`src/rtl/led2hex_capture.sv`:
```
// led2hex_capture: samples a multiplexed active-low 4-digit 7-segment bus and rebuilds the hex nibble on each digit
// Ports: CLK clock; RESET async active-high; LED[6:0] active-low segments; AN[3:0] active-low digit enables;
//        HEX[15:0] nibble per digit; VALID[3:0] nibble current and legal; UPD pulse on nibble change;
//        ERR pulse on illegal pattern; ERR_DIG digit of the last ERR.
module led2hex_capture #(
  parameter int STABLE_CYC  = 8,
  parameter int TIMEOUT_CYC = 50000
) (
  input  logic        CLK,
  input  logic        RESET,
  input  logic [6:0]  LED,
  input  logic [3:0]  AN,
  output logic [15:0] HEX,
  output logic [3:0]  VALID,
  output logic        UPD,
  output logic        ERR,
  output logic [1:0]  ERR_DIG
);
  localparam int CW = $clog2(STABLE_CYC + 1);
  localparam int AW = $clog2(TIMEOUT_CYC + 1);
  typedef enum logic [1:0] {IDLE, SETTLE, CAPTURE, HOLD} state_t;
  state_t state, state_nx;
  logic [10:0] s1, s2, s3;
  logic [CW-1:0] cnt, cnt_nx;
  logic [AW-1:0] age [4];
  logic [3:0] na, nib;
  logic [1:0] dig;
  logic one_hot, changed, legal, blank;
  assign changed = s2 != s3;
  assign one_hot = $onehot(~s2[10:7]);
  assign cnt_nx = changed ? '0 : (cnt == CW'(STABLE_CYC) ? cnt : cnt + 1'b1);
  // capture reads s3: it holds the value that completed the stable window even if s2 moves on that edge
  assign na = ~s3[10:7];
  assign dig = {na[3] | na[2], na[3] | na[1]};
  assign blank = s3[6:0] == 7'b1111111;
  always_comb begin
    legal = 1'b1;
    nib = 4'h0;
    case (s3[6:0])
      7'b1000000: nib = 4'h0;
      7'b1111001: nib = 4'h1;
      7'b0100100: nib = 4'h2;
      7'b0110000: nib = 4'h3;
      7'b0011001: nib = 4'h4;
      7'b0010010: nib = 4'h5;
      7'b0000010: nib = 4'h6;
      7'b1111000: nib = 4'h7;
      7'b0000000: nib = 4'h8;
      7'b0010000: nib = 4'h9;
      7'b0001000: nib = 4'hA;
      7'b0000011: nib = 4'hB;
      7'b1000110: nib = 4'hC;
      7'b0100001: nib = 4'hD;
      7'b0000110: nib = 4'hE;
      7'b0001110: nib = 4'hF;
      default:    legal = 1'b0;
    endcase
  end
  // leaving CAPTURE must also notice a change that landed during the capture cycle
  always_comb begin
    state_nx = state;
    case (state)
      IDLE:          state_nx = one_hot ? SETTLE : IDLE;
      SETTLE:        state_nx = !one_hot ? IDLE : cnt_nx == CW'(STABLE_CYC) ? CAPTURE : SETTLE;
      CAPTURE, HOLD: state_nx = !changed ? HOLD : one_hot ? SETTLE : IDLE;
    endcase
  end
  always_ff @(posedge CLK or posedge RESET) begin
    if (RESET) begin
      s1 <= '1;
      s2 <= '1;
      s3 <= '1;
      cnt <= '0;
      state <= IDLE;
      HEX <= '0;
      VALID <= '0;
      UPD <= 1'b0;
      ERR <= 1'b0;
      ERR_DIG <= '0;
      for (int i = 0; i < 4; i++) age[i] <= '0;
    end else begin
      s1 <= {AN, LED};
      s2 <= s1;
      s3 <= s2;
      cnt <= cnt_nx;
      state <= state_nx;
      UPD <= 1'b0;
      ERR <= 1'b0;
      for (int i = 0; i < 4; i++) begin
        age[i] <= age[i] == AW'(TIMEOUT_CYC) ? age[i] : age[i] + 1'b1;
        if (age[i] == AW'(TIMEOUT_CYC - 1)) VALID[i] <= 1'b0;
      end
      // later writes below override the timeout path, so a capture wins over a same-cycle timeout
      if (state == CAPTURE) begin
        if (legal || blank) age[dig] <= '0;
        if (legal) begin
          HEX[4*dig +: 4] <= nib;
          VALID[dig] <= 1'b1;
          UPD <= nib != HEX[4*dig +: 4] || !VALID[dig];
        end else begin
          VALID[dig] <= 1'b0;
          ERR <= !blank;
          if (!blank) ERR_DIG <= dig;
        end
      end
    end
  end
endmodule
```
`config.mk`:
```
export PLATFORM = sky130hd
export DESIGN_NAME = led2hex_capture
export DESIGN_NICKNAME = d
export VERILOG_FILES = /design/src/rtl/led2hex_capture.sv
export SDC_FILE = /design/constraint.sdc
export NUM_CORES = 1
export LEC_CHECK = 0
export BUFFER_PORTS_ARGS = -buffer_cell sky130_fd_sc_hd__buf_2
export CAP_MARGIN = 20
export CORE_MARGIN = 4
export CORE_UTILIZATION = 30
export DETAILED_ROUTE_END_ITERATION = 12
export HOLD_SLACK_MARGIN = 0.12
export SYNTH_ARGS = -nofsm -noshare
export SYNTH_HDL_FRONTEND = slang
export SYNTH_SLANG_ARGS = --single-unit
export TNS_END_PERCENT = 100
```
`constraint.sdc`:
```
create_clock -name CLK -period 4.5 [get_ports CLK]
set_input_delay 1.125 -clock CLK [delete_from_list [all_inputs] [get_ports CLK]]
set_output_delay 1.125 -clock CLK [all_outputs]
set_load 0.02 [all_outputs]
```
Word-level counts from Yosys, hierarchy flattened
Cells that the tools add are included.

Word-level logic and storage cells: 118. Output and inout bits: 24. Input port bits: 13. Flip-flop bits (word level): 127.

$lt $le $gt $ge: 4. Add/subtract/negate cells: 9. Reductions and logical operators: 12. Shift operators: 3. Bitwise operators: 12. Equal/unequal tests: 32. Multiplexer cells: 32.

Operator list (number): 16-bit == test, second input constant (8); 64-bit 2-to-1 mux (2); 16-bit 2-to-1 mux (5); 16-bit by 1-bit adder with 16-bit output, second input constant (4); 64-bit AND (1); 64-bit NOT (1); 4-bit case mux with 15 select lines (1); 7-bit == test, second input constant (5); 4-bit negation with 34-bit output (1); 4-bit by 34-bit variable shift with 16-bit output, first input constant (1); 4-bit by 34-bit variable part select with 16-bit output (1); 16-bit demux with 2-bit select (1); 7-bit by 5-bit == test with 1-bit output, second input constant (3); 7-bit by 6-bit == test with 1-bit output, second input constant (3); 16-bit bitwise mux (1); 4-bit 2-to-1 mux (4); 16-bit OR reduction (1); 16-bit by 5-bit variable part select with 4-bit output (1); 7-bit by 2-bit == test with 1-bit output, second input constant (2); 7-bit by 4-bit == test with 1-bit output, second input constant (2); 1-bit 2-to-1 mux (12); 4-bit NOT (3); 11-bit inequality test (1); 4-bit == test, second input constant (2); other kinds (29) (38).

Longest topological paths before layout
Word-level depth: 11. Mapped depth: 9. Depth with buffers taken out: 8.

Worst setup path before layout
OpenSTA, ideal clock, no wires.

Path kind: register to register. Start: register s3[0]. End: register ERR_DIG[0]. Path slack: 2.244 ns. Setup time: 0.128 ns. Data required time: 4.372 ns. Data arrival time: 2.128 ns. Cell stages (with the launch flop): 10. Clock period less this slack: 2.256 ns. Buffers on the path: 3. Cell sequence: dfstp_2 -> buf_2 -> nor4b_1 -> a21oi_1 -> a211o_1 -> and4_1 -> buf_6 -> buf_6 -> nand3_2 -> mux2_1.

Word-level cells in the longest chain between the ends: 5. Elaborated cells on any way between the ends: 22. Classes of those cells: eq/ne (16); mux (1); bitwise (2); reduce/logical (3).

RTL lines: from (decl) (RTL line 23) `logic [10:0] s1, s2, s3;`; from (signal assigned) (RTL line 72) `s3 <= '1;`; from (signal assigned) (RTL line 84) `s3 <= s2;`; 7-bit by 4-bit == test with 1-bit output, or another cell as far along (RTL line 39) `case (s3[6:0])`; 16-bit OR reduction (no line); 1-bit 2-to-1 mux (RTL line 39); 1-bit NOT (no line); 3-bit AND reduction (no line) (*); to (signal assigned) (RTL line 103) `if (!blank) ERR_DIG <= dig;`; to (decl) (RTL line 17) `output logic [1:0] ERR_DIG`.

Mark *: on every way between the ends. The rest lies on a longest branch, timed or not. A chain may end at the register's enable or synchronous reset.

Worst setup path in the final report
Start: register s3[1]. End: register HEX[3].

Word-level cells in the longest chain between the ends: 4. Elaborated cells on any way between the ends: 22. Classes of those cells: eq/ne (15); shift (1); mux (3); reduce/logical (3).

RTL lines: 7-bit by 4-bit == test with 1-bit output, or another cell as far along (RTL line 39); 4-bit case mux with 15 select lines / 16-bit OR reduction (equally long branches); 4-bit by 34-bit variable part select with 16-bit output / 1-bit 2-to-1 mux (equally long branches) (RTL line 97, 39); 16-bit bitwise mux / 2-bit AND reduction (equally long branches); to (signal, indexed assignment) (RTL line 97) `HEX[4*dig +: 4] <= nib;`; to (decl) (RTL line 13) `output logic [15:0] HEX,`.

Several ways; a longest one is shown, not always the timed one.

==> run summary <==
DRT Pass-1 Iters -> 5
Critical Path RT -> 4810 ps
number of synthesized flops with an enable pin -> 0
IO buf count -> 36
yosys warns -> 0
sequential cell area -> 0.003219 mm²
hold buffer count at CTS -> 0
Final Hold Viols -> 0
Worst Path Max Fanout -> 35
Chip Height -> 153.4 µm
row count -> 52
RSZ-0062 raised after global routing -> false
Post CTS Setup Buffer Count -> 0
register area share after synthesis -> 0.5078
multi-input logic area -> 0.002903 mm²
post-synth net total -> 645
crit-path cells -> or3b_2, a21oi_2, nor4_1, and4_1, buf_4, nand3b_4, mux2_4
Final nets -> 685
Total Power -> 2646 µW
top post-synthesis cells by area -> dfrtp_1 37%, dfstp_2 14%, nor2_1 5.7%
CP max stage cell -> dfstp_2
Core Region -> 0.02049 mm²
non-filler cells in the finished layout -> 937
share of the synthesized area in the top cell type -> 0.3710
cell total after placement -> 904
Syn Area/Cell -> 10.33 µm²
Top delay family on crit path -> simple AND/OR/NAND/NOR gates
P_int -> 2063 µW
layout cells sized above 1 -> 0.1949
top cells by count, synth -> 96 x nor2_1, 94 x dfrtp_1, 51 x nand2_1
Sw Pwr -> 583.6 µW
maximum clock insertion buffer count -> 2
DRC Markers -> 0
Critical path origin -> s3[1]
worst min path class -> register to register
Ports -> 37
dominant synthesized flop cell -> dfrtp_1
Post-DRT Antenna Nets -> 0
status -> finished, final reports clean
worst r2r src -> s3[1]
Clock power frac -> 0.513
Diodes inserted -> 0
Yosys top cell by area -> dfrtp_1
Clock Skews -> 6.714 ps
worst vdd ir -> 0.2548 mV
routed wire length per instance -> 14.09 µm
global-route wire length before repair -> 22.00 mm
GRT Total Usage -> 0.1161
Mapped Cells -> 614
period utilisation layout -> 0.5690
power per cell area -> 358.7 mW/mm²
Slew Viols, Final -> 0
clk root buf -> clkbuf_16
Max Fclk -> 390.6 MHz
number of global-route vias before repair -> 4259
CTS tree -> built
largest net degree at the start of global routing -> 53
Final setup viols -> 0
Logic pwr share -> 0.036
vias per cell -> 4.765
min-delay src -> s1[9]
Die Area -> 0.02352 mm²
CP arrival -> 2870 ps
Worst path max stage delay -> 680 ps
critical path type -> register to register
Initial Utilization -> 0.3093
crit path launch type -> register
H-tree levels -> 4
most frequent cell after synthesis -> nor2_1
asr flop ratio synth -> 1.000
clk_lat worst skew -> 420 ps
switch share -> 0.2205
Leak Pwr -> 0.003243 µW
Post-Route WL -> 13.20 mm
initial drt markers -> 291
Max-cap violations -> 0
post-synthesis cell type count -> 60
CP endpoint kind -> register
worst slew pin tran -> 949.2 ps
floorplan die width -> 153.4 µm
GPL Wtd Cong -> 0.8342
hold_ws -> 354.3 ps
CP Buf/Inv Count -> 1
Post-CTS Resized -> 0
Final TNS setup -> 0 ps
gr ovfl total -> 0
flops & latches, synth -> 127
TritonCTS Buffers -> 17
Max-Slew Margin vs Limit -> 0.3623
initial antenna violation count -> 0
Layout area overhead -> 16.36%
HPWL after DPL -> 9.028 mm
Clock Pin Slew Worst Setup and Hold Paths -> 60 ps
CTS Sinks -> 127
Fill cells -> 2005
Syn Std Cell Area -> 0.006340 mm²
Sequential Power Share -> 0.451
min Tclk post-route -> 2560 ps
via count -> 4465
==> path summary, 6_finish.rpt <==
path                       endpoint  slack, ps  depth (start not counted)
max in group asynchronous     s3[7]       2770                          3
setup / recovery             HEX[3]       1940                          7
min in group asynchronous   age[55]        810                          2
hold reg to reg               s2[9]        350                          0
hold / removal                s2[9]        350                          0
setup reg to reg             HEX[3]       1940                          7
==> kinds of logic after synthesis <==
family | count (synthesis) | synth area share
fa+ha+maj | 18 | 0.03671
xor+xnor | 73 | 0.1008
compound gates | 63 | 0.07677
simple gates | 276 | 0.2218
mux | 11 | 0.02171
flops | 127 | 0.5078
buf+inv | 46 | 0.03434
==> area by class of cell <==
class                   count  share of cell area
flip-flops and latches    127              0.4364
well taps                 270             0.04579
clock buffers              24             0.07547
repair buffers             41             0.02917
clock inverters             8            0.006106
inverters                  26             0.01357
multi-input cells         441              0.3935
==> cells in the final DEF, fill, tap and decap left out, types with 4 or more instances in the layout <==
cell / synthesis / routed
nand3_1: 28 / 28
dfstp_2: 33 / 33
nor4b_1: 6 / 6
nand2b_1: 8 / 8
xor2_1: 40 / 40
a21oi_4: 4 / 4
or3_1: 4 / 4
mux2_4: 4 / 4
nor2b_1: 13 / 13
nor3b_1: 6 / 6
a211oi_1: 6 / 6
buf_2: 9 / 36
clkinv_2: 0 / 6
o41ai_1: 12 / 12
a21oi_1: 4 / 4
nand2_1: 51 / 51
nand3b_1: 4 / 4
buf_4: 1 / 4
a31oi_1: 6 / 6
ha_1: 17 / 17
inv_1: 25 / 24
nand4_1: 11 / 11
o311ai_0: 4 / 4
nor4_1: 10 / 10
and3_1: 8 / 8
xnor2_1: 33 / 33
dfrtp_1: 94 / 94
o21ai_0: 17 / 17
and4b_1: 4 / 4
clkbuf_16: 0 / 21
nor3_1: 10 / 10
mux2_2: 4 / 4
nor2_1: 96 / 96
==> worst reg2reg max path, stage by stage, from the launching register on <==
cell	delay, ps
dfstp_2	680
or3b_2	480
a21oi_2	200
nor4_1	80
and4_1	150
buf_4	250
nand3b_4	250
mux2_4	350
==> state kept, by name, summed over array words and instances (netlist names) <==
| signal | flops |
|---|---|
| age | 64 |
| HEX | 16 |
| s1 | 11 |
| s2 | 11 |
| s3 | 11 |
| VALID | 4 |
| cnt | 4 |
| ERR_DIG | 2 |
| state | 2 |
| ERR | 1 |
| UPD | 1 |
==> metal layers <==
layer / up-vias / share of wire / track usage
met2: 77 / 0.46 / 0.1752
li1: 2192 / - / -
met4: 0 / 0.010 / 0.03406
met1: 2185 / 0.49 / 0.1598
met5: - / 0 / 0
met3: 11 / 0.040 / 0.03817
==> power by group through the flow <==
stage,logic [µW],clock network (µW),registers (µW)
4_1_cts,97.3,1390,1190
6_report,95.7,1360,1190
3_3_place_gp,95.6,0,1210
2_1_floorplan,82.4,0,1200
5_1_grt,108,1450,1200
3_5_place_dp,96.1,0,1210
==> stage by stage <==
stage          cell area (µm²)  setup WS, ps    util
6_report                  7377          1940  0.3600
5_1_grt                   7377          1798  0.3600
4_1_cts                   7372          1947  0.3597
3_5_place_dp              6770          1942  0.3303
3_3_place_gp              6770          1989  0.3303
2_1_floorplan             6340         45.33       -
No activity file was read; power rests on OpenSTA's default activity.
